### src/rtl/piso.sv
// piso: parallel-in / serial-out converter.
//
// Accepts one depth_p*width_p-bit word over a valid/ready handshake and emits
// it as depth_p beats of width_p bits over a valid/yumi handshake.
//
// Build option:
//   PISO_MSB_FIRST_EN  undefined -> LSB-first (beat k = data_i[k*width_p +: width_p])
//                      defined   -> MSB-first (beat k = data_i[(depth_p-1-k)*width_p +: width_p])
//
// Ports:
//   clk_i      clock
//   reset_n_i  asynchronous active-low reset
//   valid_i    parallel word present on data_i
//   data_i     parallel word (depth_p*width_p bits)
//   ready_o    block can accept a word this cycle
//   valid_o    beat on data_o is valid
//   data_o     current beat (width_p bits)
//   last_o     current beat is the final beat of the word
//   yumi_i     consumer takes the current beat this cycle
//   count_o    beats remaining, including the one presented
//
// state | meaning
// ------+------------------------------------------------------------
// IDLE  | waiting for a word; ready_o high once out of reset
// SHIFT | presenting beats; word held in shift_q, count_q beats left
module piso #(
  parameter int width_p = 1,
  parameter int depth_p = 8
) (
  input  logic                               clk_i,
  input  logic                               reset_n_i,
  input  logic                               valid_i,
  input  logic [depth_p*width_p-1:0]         data_i,
  output logic                               ready_o,
  output logic                               valid_o,
  output logic [width_p-1:0]                 data_o,
  output logic                               last_o,
  input  logic                               yumi_i,
  output logic [$clog2(depth_p+1)-1:0]       count_o
);

  localparam int total_lp   = depth_p * width_p;
  localparam int count_w_lp = $clog2(depth_p + 1);

  typedef enum logic {IDLE, SHIFT} state_e;

  state_e                  state_q;
  logic [total_lp-1:0]     shift_q;
  logic [total_lp-1:0]     shift_next;
  logic [count_w_lp-1:0]   count_q;
  logic                    ready_q;
  logic                    valid_q;

  // The shift register always presents the current beat at a fixed end, and
  // shifting in zeros means it is all-zero again once the word is drained.
`ifdef PISO_MSB_FIRST_EN
  assign data_o     = shift_q[total_lp-1 -: width_p];
  assign shift_next = shift_q << width_p;
`else
  assign data_o     = shift_q[width_p-1:0];
  assign shift_next = shift_q >> width_p;
`endif

  always_ff @(posedge clk_i or negedge reset_n_i) begin
    if (!reset_n_i) begin
      state_q <= IDLE;
      shift_q <= '0;
      count_q <= '0;
      ready_q <= 1'b0;
      valid_q <= 1'b0;
    end else begin
      case (state_q)
        IDLE: begin
          // ready rises on the first clock after reset release
          ready_q <= 1'b1;
          valid_q <= 1'b0;
          if (valid_i && ready_q) begin
            shift_q <= data_i;
            count_q <= count_w_lp'(depth_p);
            ready_q <= 1'b0;
            valid_q <= 1'b1;
            state_q <= SHIFT;
          end
        end
        SHIFT: begin
          if (yumi_i) begin
            shift_q <= shift_next;
            count_q <= count_q - count_w_lp'(1);
            if (count_q == count_w_lp'(1)) begin
              valid_q <= 1'b0;
              ready_q <= 1'b1;
              state_q <= IDLE;
            end
          end
        end
        default: begin
          state_q <= IDLE;
          valid_q <= 1'b0;
          ready_q <= 1'b0;
        end
      endcase
    end
  end

  assign ready_o = ready_q;
  assign valid_o = valid_q;
  assign count_o = count_q;
  assign last_o  = valid_q & (count_q == count_w_lp'(1));

endmodule

### config.mk
export PLATFORM = sky130hd
export DESIGN_NAME = piso
export DESIGN_NICKNAME = d
export VERILOG_FILES = /design/src/rtl/piso.sv
export SDC_FILE = /design/constraint.sdc
export NUM_CORES = 1
export LEC_CHECK = 0
export ABC_CLOCK_PERIOD_IN_PS = 1180
export BUFFER_PORTS_ARGS = -buffer_cell sky130_fd_sc_hd__buf_2
export CORE_AREA = 2 2 44 46
export CTS_BUF_LIST = sky130_fd_sc_hd__clkbuf_4
export CTS_CLUSTER_DIAMETER = 150
export DETAILED_ROUTE_END_ITERATION = 12
export DIE_AREA = 0 0 46 48
export GPL_ROUTABILITY_DRIVEN = 0
export PLACE_DENSITY_LB_ADDON = 0.08
export SYNTH_ARGS = -nofsm -noshare
export SYNTH_HDL_FRONTEND = slang
export SYNTH_SLANG_ARGS = --single-unit
### constraint.sdc
create_clock -name clk_i -period 1.18 [get_ports clk_i]
set_input_delay 0.295 -clock clk_i [delete_from_list [all_inputs] [get_ports clk_i]]
set_output_delay 0.295 -clock clk_i [all_outputs]
set_load 0.005 [all_outputs]
# After elaboration in Yosys (flattened, before gate mapping)
# Cells that the tools add are included.
# Widths: inputs -> output; s select.
# op_classes
add_sub_neg	1
eq_ne	4
n_mux	17
bitwise	2
n_reduce_logical	3
# ops
cell	count
$mux 8	2
$pmux 8 s2	1
$mux 1	8
$mux 4	2
$pmux 4 s2	1
$pmux 1 s2	3
$eq 4x1->1 const B	1
$ne 2x2->1 const B	2
$reduce_and 2->1	2
$sub 4x1->4 const B	1
$ne 2x1->1 const B	1
$and 1x1->1	1
$logic_and 1x1->1	1
$not 1->1	1
# word_totals
register_bits	15
inputBits	12
elab_cells	32

# Depth between registers and ports, before layout
# Gate-level depths: netlist of the first run.
# depth
depth_word	4
depth_mapped	5

# Worst setup path after synthesis of the first run
# Ideal clock, no wire load.
# synth_timing
kind	register to output
startpoint	register count_q[1] (netlist: count_o[1])
endpoint	output port last_o
arrival_time_ps	902
required_time_ps	885
setup_slack_ps	-17
stages_incl_launch_ff	4
n_path_buf	0
path_cell_list	dfrtp_1 > inv_1 > ha_1 > nor4b_1
# synth_between
elab_chain_len	2
# synth_rtl
item	line_no	rtl
start: declaration	50	logic [count_w_lp-1:0] count_q;
start signal: assignment	79	count_q <= count_w_lp'(depth_p);
start signal: assignment	88	count_q <= count_q - count_w_lp'(1);
$eq 4x1->1	108	assign last_o = valid_q & (count_q == count_w_lp'(1));
$and 1x1->1	108	
end: declaration	37	output logic last_o,
# No other way between the ends.

# Worst setup path in the final report of the first run
# Ends and elaborated chain as after synthesis.

==> run_summary.xml, run 1 <==
<?xml version="1.0" encoding="UTF-8"?>
<metrics>
  <group name="clock_tree">
    <metric name="clkSlewWorstSetupHoldPaths" unit="ns">0.09</metric>
    <metric name="cts.sinks" unit="">15</metric>
    <metric name="number_of_buffers_created_by_cts" unit="">3</metric>
    <metric name="clk_root_buffer_cell" unit="">sky130_fd_sc_hd__clkbuf_4</metric>
    <metric name="clkLatencyLatePin" unit="ns">0.28</metric>
    <metric name="cts_buffer_depth" unit="">2</metric>
    <metric name="cts_tree" unit="">built</metric>
    <metric name="clock_tree.htree_level_count" unit="">1</metric>
  </group>
  <group name="floorplan">
    <metric name="placeable_core_region" unit="mm2">0.00169</metric>
    <metric name="die-width" unit="um">46</metric>
    <metric name="die_area" unit="mm2">0.00221</metric>
    <metric name="initial_utilization" unit="">0.430</metric>
    <metric name="std_cell_rows" unit="">15</metric>
    <metric name="die-height" unit="um">48</metric>
    <metric name="floorplan.io_pins" unit="">20</metric>
  </group>
  <group name="setup_path">
    <metric name="critical_path.startpoint_type" unit="">flip-flop</metric>
    <metric name="cp_data_required_time" unit="ns">0.88</metric>
    <metric name="critPathBufInv" unit="">2</metric>
    <metric name="critical-path-max-stage-delay" unit="ns">0.39</metric>
    <metric name="cp_data_arrival_time" unit="ns">1.19</metric>
    <metric name="cell_family_with_most_cp_delay" unit="">flip-flops</metric>
    <metric name="path_cells" unit="">inv_2 -&gt; ha_4 -&gt; nor4b_2 -&gt; buf_2</metric>
    <metric name="timing_worst_setup_path_type" unit="">reg2out</metric>
    <metric name="timing.critical_path.fanout_max" unit="">2</metric>
    <metric name="endpoint_kind" unit="">output pin</metric>
    <metric name="timing.critical_path.slowest_stage_cell" unit="">sky130_fd_sc_hd__dfrtp_1</metric>
  </group>
  <group name="outcome">
    <metric name="run_status" unit="">finished, violations left</metric>
    <metric name="failed_checks" unit="">negative setup slack</metric>
  </group>
  <group name="detailed_routing">
    <metric name="wl_per_cell" unit="um">13.3</metric>
    <metric name="ant_nets" unit="">0</metric>
    <metric name="vias_per_cell" unit="">5.02</metric>
    <metric name="vias" unit="">597</metric>
    <metric name="first_pass_iteration_count_of_the_detailed_router" unit="">4</metric>
    <metric name="initialDrtViolationCount" unit="">6</metric>
    <metric name="drc" unit="">0</metric>
    <metric name="sum_of_routed_wire_length_over_all_layers" unit="um">1580</metric>
  </group>
  <group name="run">
    <metric name="max_cap_violations" unit="">0</metric>
  </group>
  <group name="logic_synthesis">
    <metric name="synth_warnings" unit="">0</metric>
    <metric name="postSynthCellCount" unit="">65</metric>
    <metric name="netlist-cell-type-count" unit="">21</metric>
    <metric name="synth.cell_area" unit="um2">726</metric>
    <metric name="synth_nets" unit="">79</metric>
    <metric name="syn_avg_cell_area" unit="um2">11.2</metric>
    <metric name="synth_register_bits" unit="">15</metric>
    <metric name="synth_seq_area_share" unit="">0.517</metric>
  </group>
  <group name="power_and_ir_drop">
    <metric name="fin_total_pwr" unit="mW">2.61</metric>
    <metric name="cellPowerDensity" unit="mW/mm2">2430</metric>
    <metric name="switching_share" unit="">0.342</metric>
    <metric name="p_int" unit="mW">1.72</metric>
    <metric name="p_seq_frac" unit="">0.337</metric>
    <metric name="total_leakage_power" unit="nW">0.547</metric>
    <metric name="total_switching_power" unit="mW">0.894</metric>
    <metric name="power.ir.vdd_worst" unit="mV">1.10</metric>
    <metric name="power_frac_clock" unit="">0.118</metric>
    <metric name="p_comb_frac" unit="">0.545</metric>
  </group>
  <group name="grt">
    <metric name="wire_length_of_the_first_global_routing_pass" unit="um">2580</metric>
    <metric name="globalRoute.totalOverflow" unit="">0</metric>
    <metric name="global_route.usage.total" unit="">0.170</metric>
    <metric name="grt_max_degree" unit="">16</metric>
    <metric name="first_global_vias" unit="">579</metric>
    <metric name="antenna_found_initial" unit="">0</metric>
  </group>
  <group name="place">
    <metric name="dp_cells" unit="">106</metric>
    <metric name="post_dp_cell_area" unit="um2">897</metric>
    <metric name="post-place-ws" unit="ns">-0.0109</metric>
    <metric name="placement.io_buffers" unit="">19</metric>
    <metric name="place.detailed.hpwl" unit="um">1050</metric>
  </group>
  <group name="finish">
    <metric name="mostFrequentLayoutCell" unit="">sky130_fd_sc_hd__buf_2</metric>
    <metric name="n_antenna_cell" unit="">0</metric>
    <metric name="non_filler_instance_count_after_layout" unit="">119</metric>
    <metric name="finalNetCount" unit="">117</metric>
    <metric name="syn2layout_area_growth" unit="%">48.1</metric>
    <metric name="layout-drive-gt1-share" unit="">0.510</metric>
    <metric name="finalInstanceArea" unit="mm2">0.00107</metric>
    <metric name="mostFrequentLayoutCells" unit="">sky130_fd_sc_hd__buf_2, sky130_fd_sc_hd__buf_4, sky130_fd_sc_hd__dfrtp_1, sky130_fd_sc_hd__nand3_1</metric>
  </group>
  <group name="sta">
    <metric name="fin_setup_tns" unit="ns">-0.842</metric>
    <metric name="fin_skew" unit="ns">0.00423</metric>
    <metric name="max_clk_rate" unit="MHz">672</metric>
    <metric name="rsz0062_at_grt" unit="">yes</metric>
    <metric name="timing.final.ws_setup" unit="ns">-0.307</metric>
    <metric name="slew_headroom" unit="">0.775</metric>
    <metric name="timing.final.crit_share" unit="">1.26</metric>
    <metric name="finalHoldViolCount" unit="">0</metric>
    <metric name="timing.final.max_slew_violations" unit="">0</metric>
    <metric name="setup_violations" unit="">7</metric>
    <metric name="worst_pin_slew" unit="ns">0.337</metric>
    <metric name="period_needed" unit="ns">1.49</metric>
  </group>
  <group name="worst_hold_path">
    <metric name="hold_path_class" unit="">in2reg</metric>
  </group>
</metrics>
[per-stage QoR]
stage	hold slack [ns]	util
global route	0.248	0.636
detailed placement	0.223	0.531
finish	0.242	0.636
floorplan	-0.000591	-
global placement	0.222	0.531
CTS	0.234	0.598
[power groups by stage]
stage                     Clock, mW  Combinational, mW  Sequential, mW
after floorplan                   0              0.562           0.903
after global placement            0              0.983           0.883
after detailed placement          0              0.990           0.893
after CTS                     0.323               1.21           0.883
after global routing          0.347               1.58           0.905
final                         0.308               1.43           0.880
[routing by layer]
metal  global-route usage  vias to the layer above  wire, um
met4               0.0686                        0        12
met5                    0                        -         0
met1                0.219                      274       757
met3               0.0453                        2        56
li1                     -                      308         -
met2                0.272                       13       756
[final timing paths]
check	start	end	slack [ns]	cells after the start
setup / recovery	count_o[1]$_DFFE_PN0P_	last_o	-0.31	4
max in group asynchronous	reset_n_i	count_o[3]$_DFFE_PN0P_	0.47	2
setup reg to reg	count_o[1]$_DFFE_PN0P_	count_o[3]$_DFFE_PN0P_	-0.04	5
hold / removal	data_i[7]	shift_q[7]$_DFFE_PN0P_	0.24	2
min in group asynchronous	reset_n_i	state_q$_DFF_PN0_	0.44	2
hold reg to reg	shift_q[3]$_DFFE_PN0P_	shift_q[3]$_DFFE_PN0P_	0.51	2
[synth_stat cells]
cell type                    n  share of area
sky130_fd_sc_hd__inv_1       4          0.021
sky130_fd_sc_hd__nor4b_2     1          0.021
sky130_fd_sc_hd__nand2_1     3          0.016
sky130_fd_sc_hd__buf_2       3          0.021
sky130_fd_sc_hd__o2bb2ai_1   2          0.024
sky130_fd_sc_hd__o21ai_0     2          0.014
sky130_fd_sc_hd__a211oi_1    1          0.010
sky130_fd_sc_hd__mux2i_1     7          0.097
sky130_fd_sc_hd__a22o_1      1          0.012
sky130_fd_sc_hd__nand3_1     8          0.055
sky130_fd_sc_hd__xnor2_1     2          0.024
sky130_fd_sc_hd__and2_1      1         0.0086
sky130_fd_sc_hd__nand3b_4    1          0.028
sky130_fd_sc_hd__ha_1        2          0.034
sky130_fd_sc_hd__nand4bb_1   1          0.016
sky130_fd_sc_hd__clkbuf_1    1         0.0052
sky130_fd_sc_hd__a21oi_1     1         0.0069
sky130_fd_sc_hd__nor4b_1     1          0.012
sky130_fd_sc_hd__o21a_1      1          0.010
sky130_fd_sc_hd__o21ai_1     7          0.048
sky130_fd_sc_hd__dfrtp_1    15           0.52
[cells by family after synthesis]
| family | count (synthesis) | synth area share |
|---|---|---|
| AOI/OAI and AO/OA | 15 | 0.126 |
| xor gates and xnor gates | 2 | 0.0241 |
| and+or+nand+nor | 16 | 0.155 |
| buffers and inverters | 8 | 0.0465 |
| DFF | 15 | 0.517 |
| adders and majority gates | 2 | 0.0345 |
| muxes | 7 | 0.0966 |
[registers in the layout, indices dropped and copies added, names as in the netlist]
signal	flops
valid_o	1
ready_o	1
state_q	1
count_o	4
shift_q	8
[final cells by class]
type / instances / area (um2)
inverters: 4 / 15.0
multi-input cells: 42 / 364
clock buffers: 4 / 30.0
fillers: 147 / 614
repair buffers: 37 / 267
flip-flops and latches: 15 / 378
well taps: 17 / 21.3
[timing repair]
action | CTS | global route
hold buffers | 1 | 0
pin swaps | 0 | 3
endpoints found under the setup margin | 5 | 10
gates resized for setup | 9 | 10
hold endpoints to repair | 15 | 0
buffers inserted | 6 | 4
gates cloned | 0 | 0
Note: power is estimated with default switching activity, not from simulation.
==> run 2, diff against run 1 <==
--- a/config.mk
+++ b/config.mk
@@ -8,9 +8,10 @@
 export ABC_CLOCK_PERIOD_IN_PS = 1180
 export BUFFER_PORTS_ARGS = -buffer_cell sky130_fd_sc_hd__buf_2
-export CORE_AREA = 2 2 44 46
+export CORE_AREA = 2 2 49 51
 export CTS_BUF_LIST = sky130_fd_sc_hd__clkbuf_4
 export CTS_CLUSTER_DIAMETER = 150
+export CTS_CLUSTER_SIZE = 40
 export DETAILED_ROUTE_END_ITERATION = 12
-export DIE_AREA = 0 0 46 48
+export DIE_AREA = 0 0 51 53
 export GPL_ROUTABILITY_DRIVEN = 0
 export PLACE_DENSITY_LB_ADDON = 0.08
==> constraint.sdc (replaced) <==
create_clock -name clk_i -period 1.18 [get_ports clk_i]
set_input_delay 0.295 -clock clk_i [delete_from_list [all_inputs] [get_ports clk_i]]
set_output_delay 0.295 -clock clk_i [all_outputs]
set_load 0.1 [all_outputs]
==> run 2 against run 1 <==
  * The flow still finishes with violations (negative setup slack)
  * Clock power up 2%
  * First-iteration DRC count up 120%
  * Core utilization down 5.4 points
  * Clock-buffer cell count unchanged
  * Sequential share of layout area down 3.5 points
  * Register-to-register slack worse by 0.13 ns
  * Via count up 3.4%
  * Highest routed layer unchanged
==> run_summary.xml, run 2 (synthesis gave the netlist of run 1 again) <==
<?xml version="1.0" encoding="UTF-8"?>
<metrics>
  <group name="place">
    <metric name="placement.io_buffers" unit="">19</metric>
    <metric name="place.detailed.hpwl" unit="um">1180</metric>
    <metric name="dp_cells" unit="">120</metric>
    <metric name="post_dp_cell_area" unit="mm2">0.00112</metric>
    <metric name="post-place-ws" unit="ns">-0.213</metric>
  </group>
  <group name="detailed_routing">
    <metric name="drc" unit="">0</metric>
    <metric name="vias" unit="">617</metric>
    <metric name="wl_per_cell" unit="um">12.4</metric>
    <metric name="ant_nets" unit="">0</metric>
    <metric name="first_pass_iteration_count_of_the_detailed_router" unit="">4</metric>
    <metric name="vias_per_cell" unit="">4.67</metric>
    <metric name="sum_of_routed_wire_length_over_all_layers" unit="um">1630</metric>
    <metric name="initialDrtViolationCount" unit="">13</metric>
  </group>
  <group name="sta">
    <metric name="worst_pin_slew" unit="ns">0.342</metric>
    <metric name="rsz0062_at_grt" unit="">yes</metric>
    <metric name="timing.final.crit_share" unit="">1.45</metric>
    <metric name="timing.final.ws_setup" unit="ns">-0.528</metric>
    <metric name="timing.final.max_slew_violations" unit="">0</metric>
    <metric name="setup_violations" unit="">14</metric>
    <metric name="slew_headroom" unit="">0.772</metric>
    <metric name="fin_skew" unit="ns">0.00152</metric>
    <metric name="max_clk_rate" unit="MHz">585</metric>
    <metric name="fin_setup_tns" unit="ns">-2.18</metric>
    <metric name="finalHoldViolCount" unit="">0</metric>
    <metric name="period_needed" unit="ns">1.71</metric>
  </group>
  <group name="power_and_ir_drop">
    <metric name="total_leakage_power" unit="nW">0.594</metric>
    <metric name="cellPowerDensity" unit="mW/mm2">3140</metric>
    <metric name="power.ir.vdd_worst" unit="mV">1.51</metric>
  </group>
  <group name="setup_path">
    <metric name="endpoint_kind" unit="">output pin</metric>
    <metric name="timing.critical_path.fanout_max" unit="">2</metric>
    <metric name="critical_path.startpoint_type" unit="">flip-flop</metric>
    <metric name="cp_data_arrival_time" unit="ns">1.41</metric>
    <metric name="reg2reg_from" unit="">count_o[2]$_DFFE_PN0P_</metric>
    <metric name="timing_worst_setup_path_type" unit="">reg2out</metric>
    <metric name="cp_data_required_time" unit="ns">0.88</metric>
    <metric name="setup.worst_path.start" unit="">count_o[1]$_DFFE_PN0P_</metric>
  </group>
  <group name="finish">
    <metric name="largest_register_ffs" unit="">8</metric>
    <metric name="finalNetCount" unit="">119</metric>
    <metric name="mostFrequentLayoutCells" unit="">sky130_fd_sc_hd__buf_4, sky130_fd_sc_hd__buf_2</metric>
    <metric name="non_filler_instance_count_after_layout" unit="">132</metric>
    <metric name="syn2layout_area_growth" unit="%">72.4</metric>
    <metric name="n_antenna_cell" unit="">0</metric>
    <metric name="post-route-util" unit="">0.582</metric>
    <metric name="finalInstanceArea" unit="mm2">0.00125</metric>
    <metric name="mostFrequentLayoutCell" unit="">sky130_fd_sc_hd__buf_4</metric>
    <metric name="fillers" unit="">189</metric>
    <metric name="top_reg_by_flops" unit="">shift_q</metric>
    <metric name="layout-drive-gt1-share" unit="">0.577</metric>
  </group>
  <group name="floorplan">
    <metric name="die_area" unit="mm2">0.00270</metric>
    <metric name="die-width" unit="um">51</metric>
    <metric name="initial_utilization" unit="">0.338</metric>
    <metric name="die-height" unit="um">53</metric>
    <metric name="placeable_core_region" unit="mm2">0.00215</metric>
    <metric name="floorplan.io_pins" unit="">20</metric>
    <metric name="std_cell_rows" unit="">17</metric>
  </group>
  <group name="clock_tree">
    <metric name="number_of_buffers_created_by_cts" unit="">3</metric>
    <metric name="clock_tree.htree_level_count" unit="">1</metric>
    <metric name="clk_root_buffer_cell" unit="">sky130_fd_sc_hd__clkbuf_4</metric>
    <metric name="clkLatencyLatePin" unit="ns">0.28</metric>
    <metric name="cts_tree" unit="">built</metric>
    <metric name="cts_buffer_depth" unit="">2</metric>
    <metric name="cts.sinks" unit="">15</metric>
    <metric name="clkSlewWorstSetupHoldPaths" unit="ns">0.08</metric>
  </group>
  <group name="grt">
    <metric name="grt_max_degree" unit="">16</metric>
    <metric name="global_route.usage.total" unit="">0.140</metric>
    <metric name="first_global_vias" unit="">572</metric>
    <metric name="wire_length_of_the_first_global_routing_pass" unit="um">2750</metric>
    <metric name="globalRoute.totalOverflow" unit="">0</metric>
    <metric name="antenna_found_initial" unit="">0</metric>
  </group>
  <group name="worst_hold_path">
    <metric name="hold_path_class" unit="">in2reg</metric>
    <metric name="hold_path.startpoint" unit="">data_i[7]</metric>
  </group>
  <group name="run">
    <metric name="max_cap_violations" unit="">0</metric>
  </group>
  <group name="outcome">
    <metric name="failed_checks" unit="">negative setup slack</metric>
    <metric name="run_status" unit="">finished, violations left</metric>
  </group>
</metrics>
-- run 2: cell count changes in the layout (fill, tap and decap cells not counted), moves of 2 or more --
cell / before / now
sky130_fd_sc_hd__dfrtp_4: 0 / 5
sky130_fd_sc_hd__nor4b_4: 0 / 2
sky130_fd_sc_hd__buf_12: 0 / 8
sky130_fd_sc_hd__dfrtp_1: 13 / 8
sky130_fd_sc_hd__buf_2: 16 / 11
sky130_fd_sc_hd__nor4b_2: 2 / 0
-- run 2: repair_timing --
item / in CTS / in global routing
cloned: 0 / 1
setup buffers: 4 / 2
hold buffers: 1 / 0
pin swaps: 1 / 1
hold endpoints to repair: 15 / 0
resized for setup: 6 / 3
endpoints found under the setup margin: 10 / 19
-- run 2: metal layers --
metal  GRT usage  vias up  wire, um
met2       0.221       16       782
met5           0        -         0
met3      0.0537        4        87
met4      0.0541        0        23
li1            -      313         -
met1       0.173      284       738
-- run 2: cell type report --
cell class | instances | area (um2) | area share
Clock buffer | 4 | 30.0 | 0.0240
Inverter | 4 | 17.5 | 0.0140
Multi-Input combinational cell | 43 | 393 | 0.314
Sequential cell | 15 | 397 | 0.317
Tap cell | 28 | 35.0 | 0.0280
Timing Repair Buffer | 38 | 379 | 0.303
-- run 2: worst paths after layout --
kind | end | slack (ns) | depth (start not counted)
hold / removal | shift_q[7]$_DFFE_PN0P_ | 0.23 | 2
max in group asynchronous | count_o[0]$_DFFE_PN0P_ | 0.46 | 2
setup reg to reg | count_o[3]$_DFFE_PN0P_ | -0.17 | 5
setup / recovery | last_o | -0.53 | 4
hold reg to reg | shift_q[3]$_DFFE_PN0P_ | 0.52 | 2
min in group asynchronous | shift_q[1]$_DFFE_PN0P_ | 0.44 | 2
-- run 2: power breakdown --
group	total [mW]	switching, mW	internal [mW]
Combinational	2.66	1.45	1.20
Sequential	0.961	0.180	0.781
Clock	0.314	0.159	0.154
Total	3.93	1.79	2.14
-- run 2: stage by stage --
stage | hold slack [ns] | power (mW)
2_1_floorplan | -0.000591 | 2.48
3_3_place_gp | 0.223 | 3.34
3_5_place_dp | 0.217 | 3.37
4_1_cts | 0.224 | 3.90
5_1_grt | 0.232 | 4.16
6_report | 0.232 | 3.93
-- run 2: critical path, stage by stage, from the launching register on --
cell	delay, ns
sky130_fd_sc_hd__dfrtp_4	0.49
sky130_fd_sc_hd__inv_4	0.07
sky130_fd_sc_hd__ha_4	0.12
sky130_fd_sc_hd__nor4b_4	0.24
sky130_fd_sc_hd__buf_12	0.21
